`config.mk`:
```
export PLATFORM = sky130hd
export DESIGN_NAME = display_share_arbiter
export DESIGN_NICKNAME = d
export VERILOG_FILES = /design/src/rtl/display_share_arbiter.sv
export SDC_FILE = /design/constraint.sdc
export NUM_CORES = 1
export LEC_CHECK = 0
export CAP_MARGIN = 20
export CORE_ASPECT_RATIO = 0.5
export CORE_UTILIZATION = 42
export CTS_CLUSTER_DIAMETER = 30
export CTS_CLUSTER_SIZE = 14
export DETAILED_ROUTE_END_ITERATION = 7
export PLACE_DENSITY = 0.85
export SLEW_MARGIN = 20
export SYNTH_ARGS = -nofsm -noshare
export SYNTH_HDL_FRONTEND = slang
export SYNTH_SLANG_ARGS = --single-unit
```
`constraint.sdc`:
```
create_clock -name clk -period 2.1 [get_ports clk]
set_input_delay 0.315 -clock clk [delete_from_list [all_inputs] [get_ports clk]]
set_output_delay 0.315 -clock clk [all_outputs]
set_load 0.05 [all_outputs]
```
`src/rtl/display_share_arbiter.sv`:
```
// Two-requester time-slicing arbiter for the shared 4-digit seven-segment display.
// The current owner's data is registered and sanitized into bcd_out one cycle later.
module display_share_arbiter #(
    parameter int unsigned HOLD_CYCLES = 1000,
    parameter int unsigned CNT_W       = $clog2(HOLD_CYCLES + 1)
) (
    input  logic        clk,
    input  logic        rst,
    input  logic        req0,
    input  logic [15:0] data0,
    input  logic        req1,
    input  logic [15:0] data1,
    output logic        gnt0,
    output logic        gnt1,
    output logic [15:0] bcd_out,
    output logic        valid_o
);

    typedef enum logic [1:0] {
        StIdle,
        StOwn0,
        StOwn1
    } state_e;

    localparam logic [CNT_W-1:0] CntMax = CNT_W'(HOLD_CYCLES - 1);

    state_e           state_q, state_d;
    logic [CNT_W-1:0] cnt_q, cnt_d;
    logic             last_q, last_d;
    logic [15:0]      bcd_q, bcd_d;
    logic             valid_q, valid_d;

    // Non-decimal nibbles would light garbage segments; blank them to zero.
    function automatic logic [15:0] sanitize(input logic [15:0] d);
        logic [15:0] r;
        r = '0;
        for (int i = 0; i < 4; i++) begin
            r[4*i +: 4] = (d[4*i +: 4] > 4'd9) ? 4'h0 : d[4*i +: 4];
        end
        return r;
    endfunction

    // State register; last_q resets to 1 so requester 0 wins the first tie.
    always_ff @(posedge clk or posedge rst) begin
        if (rst) begin
            state_q <= StIdle;
            cnt_q   <= '0;
            last_q  <= 1'b1;
        end else begin
            state_q <= state_d;
            cnt_q   <= cnt_d;
            last_q  <= last_d;
        end
    end

    always_comb begin
        state_d = state_q;
        cnt_d   = cnt_q;
        last_d  = last_q;
        unique case (state_q)
            StIdle: begin
                if (req0 && req1) begin
                    state_d = last_q ? StOwn0 : StOwn1;
                end else if (req0) begin
                    state_d = StOwn0;
                end else if (req1) begin
                    state_d = StOwn1;
                end
            end
            StOwn0: begin
                if (!req0) begin
                    state_d = req1 ? StOwn1 : StIdle;
                end else if (req1 && (cnt_q == CntMax)) begin
                    state_d = StOwn1;
                end else if (cnt_q != CntMax) begin
                    cnt_d = cnt_q + 1'b1;
                end
            end
            StOwn1: begin
                if (!req1) begin
                    state_d = req0 ? StOwn0 : StIdle;
                end else if (req0 && (cnt_q == CntMax)) begin
                    state_d = StOwn0;
                end else if (cnt_q != CntMax) begin
                    cnt_d = cnt_q + 1'b1;
                end
            end
            default: state_d = StIdle;
        endcase
        // Any entry into an owned state restarts the hold window.
        if ((state_d != state_q) && (state_d != StIdle)) begin
            cnt_d  = '0;
            last_d = (state_d == StOwn1);
        end
    end

    always_comb begin
        gnt0    = (state_q == StOwn0);
        gnt1    = (state_q == StOwn1);
        bcd_out = bcd_q;
        valid_o = valid_q;
    end

    // Datapath: sample the owner's word every owned cycle, hold it while idle.
    always_comb begin
        bcd_d   = bcd_q;
        valid_d = 1'b0;
        unique case (state_q)
            StOwn0: begin
                bcd_d   = sanitize(data0);
                valid_d = 1'b1;
            end
            StOwn1: begin
                bcd_d   = sanitize(data1);
                valid_d = 1'b1;
            end
            default: begin
                bcd_d   = bcd_q;
                valid_d = 1'b0;
            end
        endcase
    end

    always_ff @(posedge clk or posedge rst) begin
        if (rst) begin
            bcd_q   <= 16'h0000;
            valid_q <= 1'b0;
        end else begin
            bcd_q   <= bcd_d;
            valid_q <= valid_d;
        end
    end

endmodule

```
==> run_results.csv, run 1 <==
group,metric,value,unit
yosys,netlist.area_leader.share,0.409,
critical_path,reg2reg_from,"cnt_q[0]",
clock_network,hold_buffers,0,
route,wl_per_cell,15.3,um
timing,worst_pin_slew,525,ps
cells_and_area,area_delta_synth_final,48.8,%
cells_and_area,num-fill-cells,302,
cells_and_area,nets,314,
global_route,grt_pass1_vias,1588,
timing,fin_crit,2190,ps
placed_design,gp_congestion,0.922,
yosys,synth_edf_count,0,
global_route,grt_use_total,0.217,
cells_and_area,instances_no_fill,326,
clock_network,cts_tree,"yes",
timing,fmax,457,MHz
cells_and_area,final_cell_mix,"52 x clkdlybuf4s50_1, 41 x nor2_1, 29 x dfrtp_1",
yosys,synth.avg_cell_area,8.70,um^2
floorplan,dieArea,4510,um^2
timing,setup-tns-final,-873,ps
timing,finalSetupViolCount,11,
cells_and_area,antennaDiodeCount,0,
critical_path,startpoint_type,"register",
critical_path,ff2ff_setup_slack,-90,ps
critical_path,path_max_fanout,5,
cells_and_area,layout-drive-gt1-share,0.143,
yosys,async_reset_ff_frac,1.00,
critical_path,crit_type,"reg -> reg",
job,max_cap_violations,0,
min_path,min_path_type,"in -> async",
critical_path,r2r-end,"cnt_q[3]",
route,via_count,1791,
status,status,"finished with violations",
timing,fin_crit_sh,1.04,
route,ant_nets,0,
route,dr.pass1.iters,4,
pwr,p_leak,1.09,nW
yosys,ys_warn_count,0,
timing,rsz0062_at_grt,"true",
clock_network,htreeDepth,2,
timing,clock_skew,6.06,ps
critical_path,reg2reg_depth,7,
cells_and_area,regArea,752,um^2
yosys,synthesis.nets,245,
placed_design,dp.cells,319,
global_route,grt_overflow_total,0,
route,vias_per_cell,5.49,
global_route,grt_max_degree,34,
timing,setup_slack,-89.5,ps
yosys,syn_inst,204,
critical_path,cp_data_arrival_time,2360,ps
pwr,power.density,1570,nW/um^2
floorplan,fp-row-count,16,
cells_and_area,mostFrequentLayoutCell,"clkdlybuf4s50_1",
floorplan,die_h,48.0,um
floorplan,io_pins,55,
yosys,seq_area_frac_synth,0.424,
yosys,synth_area_leaders,"dfrtp_1 41%, nor2_1 8.7%, a21oi_1 3.7%, o21ai_0 3.7%, ha_1 3.5%",
critical_path,crit_start,"cnt_q[0]",
placed_design,io_buffer_count,54,
critical_path,worstSetupEndpointType,"register",
clock_network,clock_latency,280,ps
yosys,synth_top_area_cell,"dfrtp_1",
route,first_iter_violations,79,
critical_path,crit_required,2270,ps
route,drc_errors,0,
yosys,ys_seq_elements,30,
status,violations,"setup timing",
yosys,yosysUniqueCellTypes,40,
route,routed_wl,4.99,mm
global_route,grt_pass1_wl,7.15,mm
yosys,ys.flop_type,"dfrtp_1",
clock_network,cts_made_buffers,5,
clock_network,ctsLongestPathBuffers,2,
floorplan,initial_core_util,0.446,
placed_design,dp_hpwl,3.45,mm
yosys,synth_area,1780,um^2
timing,relSlewSlack,0.649,
timing,maxSlewViolCount,0,
floorplan,coreArea,3980,um^2
clock_network,clk_pin_slew,60,ps
pwr,fin_total_pwr,4.14,mW
timing,final_hold_viol_count,0,
floorplan,die_x,94.0,um
clock_network,clock_sinks,30,
clock_network,cts_root_buffer,"clkbuf_8",
global_route,antenna_found_initial,0,
pwr,peakVddDrop,0.766,mV
cells_and_area,multiInputGateArea,1040,um^2
timing,holdWs,404,ps
[worst max-delay path: stages, from the launching register on]
cell,delay [ps]
dfrtp_1,410
ha_1,220
nand2_1,150
nor4_1,490
o21ai_0,280
o21ai_4,270
o2bb2ai_4,180
nor2_1,70
[Yosys cell counts, types with 4 or more instances]
cell type,n
a31oi_1,8
and3_1,4
xor2_1,7
ha_1,5
dfrtp_1,29
nor2_1,41
nand3_1,8
clkbuf_1,6
nand2_1,11
a22oi_1,7
o21ai_0,13
inv_1,10
nor3_1,6
nand4_1,5
a21oi_1,13
[power breakdown]
group | internal [mW] | leakage (nW) | switching, mW
combinational | 1.02 | 0.668 | 1.73
clock | 0.252 | 0.0431 | 0.208
sequential | 0.815 | 0.375 | 0.124
[sequential cells by signal, summed over array words and instances, names as in the netlist]
| name | cells |
|---|---|
| last_q | 1 |
| state_q | 2 |
| cnt_q | 10 |
| bcd_out | 16 |
| valid_o | 1 |
[worst max-delay path by stage]
stage                     endpoint  slack (ps)  cells after the start
after global routing      cnt_q[8]        -220                      7
after floorplan           cnt_q[4]        -0.7                      9
after detailed placement    last_q        -140                      7
final                     cnt_q[3]         -90                      7
after CTS                 cnt_q[2]          90                      8
after global placement    cnt_q[5]         -50                      7
[per-layer routing]
layer,share of wire,global-route usage,vias to the layer above
met4,0.018,0.0954,0
met3,0.061,0.0651,10
met2,0.52,0.399,67
met1,0.40,0.247,840
li1,-,-,874
met5,0,0,-
[through the flow]
step | utilization | instance area [um^2] | worst slack (ps)
global placement | 0.621 | 2470 | -53.4
floorplan | - | 1780 | -0.712
finish | 0.663 | 2640 | -89.5
global route | 0.663 | 2640 | -219
CTS | 0.642 | 2560 | 92.8
detailed placement | 0.621 | 2470 | -136
[timing repair]
action	4_1_cts	5_1_grt
gates resized for setup	0	10
setup buffers	0	0
setup endpoints to repair	0	11
[cell families (layout without fill, tap and decap cells)]
family | Yosys count | count (layout) | synth area share
simple gates | 86 | 86 | 0.239
compound gates | 54 | 55 | 0.206
flops | 30 | 30 | 0.424
buf+inv | 18 | 85 | 0.0409
xor+xnor | 9 | 9 | 0.0444
fa+ha+maj | 5 | 5 | 0.0352
mux | 2 | 2 | 0.0113
[layout make-up]
| class | count | share of cell area |
|---|---|---|
| Clock buffer | 6 | 0.0313 |
| Timing Repair Buffer | 69 | 0.250 |
| Multi-Input combinational cell | 157 | 0.394 |
| Inverter | 10 | 0.0142 |
| Tap cell | 54 | 0.0256 |
| Sequential cell | 30 | 0.285 |
No activity file was read; power rests on OpenSTA's default activity.
==> run 2: changes to the inputs <==
Settings changed: CELL_PAD_IN_SITES_DETAIL_PLACEMENT set to 0, CELL_PAD_IN_SITES_GLOBAL_PLACEMENT set to 1, CORE_UTILIZATION 42 to 31.
==> run 2 against run 1 <==
Against the previous run:
- the flow now finishes without violations
- non-clock buffer count is the same
- design area rose by 3.5%
- clock skew fell by 4.6 ps
- clock power grew 53%
- combinational power fell by 3%
- cell count is 6.4% higher
- worst setup slack improved by 160 ps
- worst hold slack better by 16 ps
- register-to-register slack improved by 160 ps
- total power up 3.9%
- first-iteration DRC count shrank 28%
- die area grew 34%
==> run_results.csv, run 2 (synthesized netlist as in run 1, its figures left out) <==
group,metric,value,unit
clock_network,cts_tree,"yes",
critical_path,worstSetupEndpointType,"register",
clock_network,hold_buffers,0,
cells_and_area,mostFrequentLayoutCell,"clkdlybuf4s50_1",
cells_and_area,final_area,2730,um^2
timing,fin_crit,2030,ps
floorplan,fp-row-count,19,
floorplan,initial_core_util,0.323,
pwr,p_clk_frac,0.164,
route,first_iter_violations,57,
status,status,"completed",
global_route,grt_use_total,0.160,
pwr,p_sw_frac,0.472,
route,drc_errors,0,
cells_and_area,regArea,752,um^2
timing,setup_slack,74.8,ps
placed_design,pre_cts_ws,-155,ps
route,via_count,1735,
global_route,grt_overflow_total,0,
floorplan,die_h,55.5,um
timing,maxSlewViolCount,0,
pwr,p_sw,2.03,mW
route,routed_wl,4.73,mm
pwr,p_leak,1.13,nW
floorplan,dieArea,6050,um^2
floorplan,io_pins,55,
critical_path,cp_data_arrival_time,2170,ps
timing,clock_skew,1.43,ps
global_route,grt_max_degree,34,
timing,setup-tns-final,0,ps
route,vias_per_cell,5.00,
cells_and_area,area_delta_synth_final,54.0,%
clock_network,clk_pin_slew,50,ps
cells_and_area,antennaDiodeCount,0,
critical_path,crit_required,2250,ps
cells_and_area,layout-drive-gt1-share,0.157,
placed_design,place_area,2480,um^2
global_route,grt_pass1_vias,1676,
floorplan,coreArea,5490,um^2
pwr,p_int,2.27,mW
pwr,power_frac_comb,0.619,
cells_and_area,multiInputGateArea,1040,um^2
timing,worst_pin_slew,515,ps
pwr,peakVddDrop,0.582,mV
cells_and_area,nets,314,
route,ant_nets,0,
placed_design,dp.cells,336,
clock_network,htreeDepth,2,
cells_and_area,num-fill-cells,502,
critical_path,startpoint_type,"register",
job,max_cap_violations,0,
cells_and_area,largest_reg_flops,16,
clock_network,clock_sinks,30,
critical_path,crit_type,"reg -> reg",
clock_network,clock_latency,270,ps
placed_design,gp_congestion,0.849,
timing,relSlewSlack,0.655,
route,wl_per_cell,13.6,um
global_route,grt_pass1_wl,7.61,mm
pwr,p_seq_frac,0.217,
clock_network,cts_root_buffer,"clkbuf_16",
cells_and_area,final_cell_mix,"52 x clkdlybuf4s50_1, 41 x nor2_1, 29 x dfrtp_1",
route,dr.pass1.iters,6,
placed_design,dp_hpwl,3.34,mm
cells_and_area,instances_no_fill,347,
placed_design,io_buffer_count,54,
global_route,antenna_found_initial,0,
timing,fmax,494,MHz
floorplan,die_x,109,um
pwr,power.density,1570,nW/um^2
critical_path,path_max_fanout,5,
min_path,min_path_type,"in -> async",
timing,finalSetupViolCount,0,
timing,fin_crit_sh,0.964,
timing,final_hold_viol_count,0,
clock_network,cts_made_buffers,5,
clock_network,ctsLongestPathBuffers,2,
-- run 2: cell count changes in the layout (fill, tap and decap cells not counted), sizes merged --
| cell | change |
|---|---|
| clkbuf | +1 |
| clkinv | +1 |
-- run 2: worst max-delay path, stage by stage, from the launching register on --
cell       delay [ps]
dfrtp_1           340
inv_1              90
ha_1              250
and2_1            180
a32o_1            230
a211o_4           300
o21ai_4           210
o2bb2ai_2         200
nor2_1             90
-- run 2: metal layers --
metal / up-vias / wire length [um] / track usage
li1: 869 / - / -
met2: 49 / 2340 / 0.259
met1: 805 / 2110 / 0.210
met4: 0 / 93 / 0.0560
met3: 12 / 182 / 0.0366
met5: - / 0 / 0
-- run 2: worst paths after layout --
check                       startpoint          end  slack [ps]  cells past startpoint
min                                rst     cnt_q[1]         420                      3
max reg2reg                 state_q[1]     cnt_q[9]          70                      8
max in group asynchronous          rst       last_q        1360                      3
min in group clk           bcd_out[10]  bcd_out[10]         520                      2
min reg2reg                bcd_out[10]  bcd_out[10]         520                      2
max                         state_q[1]     cnt_q[9]          70                      8
-- run 2: layout make-up --
cell class,instances,area share
clock buffers,7,0.0522
clock inverters,1,0.00183
inverters,10,0.0137
multi-input cells,157,0.382
flip-flops and latches,30,0.275
well taps,73,0.0334
repair buffers,69,0.242
-- run 2: power groups by stage --
stage	sequential, mW	combinational [mW]	clock [mW]
final	0.935	2.66	0.705
after CTS	0.941	2.50	0.719
after global placement	0.948	2.44	0
after floorplan	1.54	1.06	0
after global routing	0.965	2.87	0.744
after detailed placement	0.942	2.50	0
-- run 2: what timing repair did --
action                                  CTS  global route
endpoints found under the setup margin    0            11
resized for setup                         0            12
buffers inserted                          0             2
-- run 2: through the flow --
step	total power [mW]	hold slack [ps]	util
global placement	3.39	501	0.452
CTS	4.16	437	0.479
detailed placement	3.44	514	0.452
global route	4.58	460	0.498
finish	4.30	421	0.498
floorplan	2.60	405	-
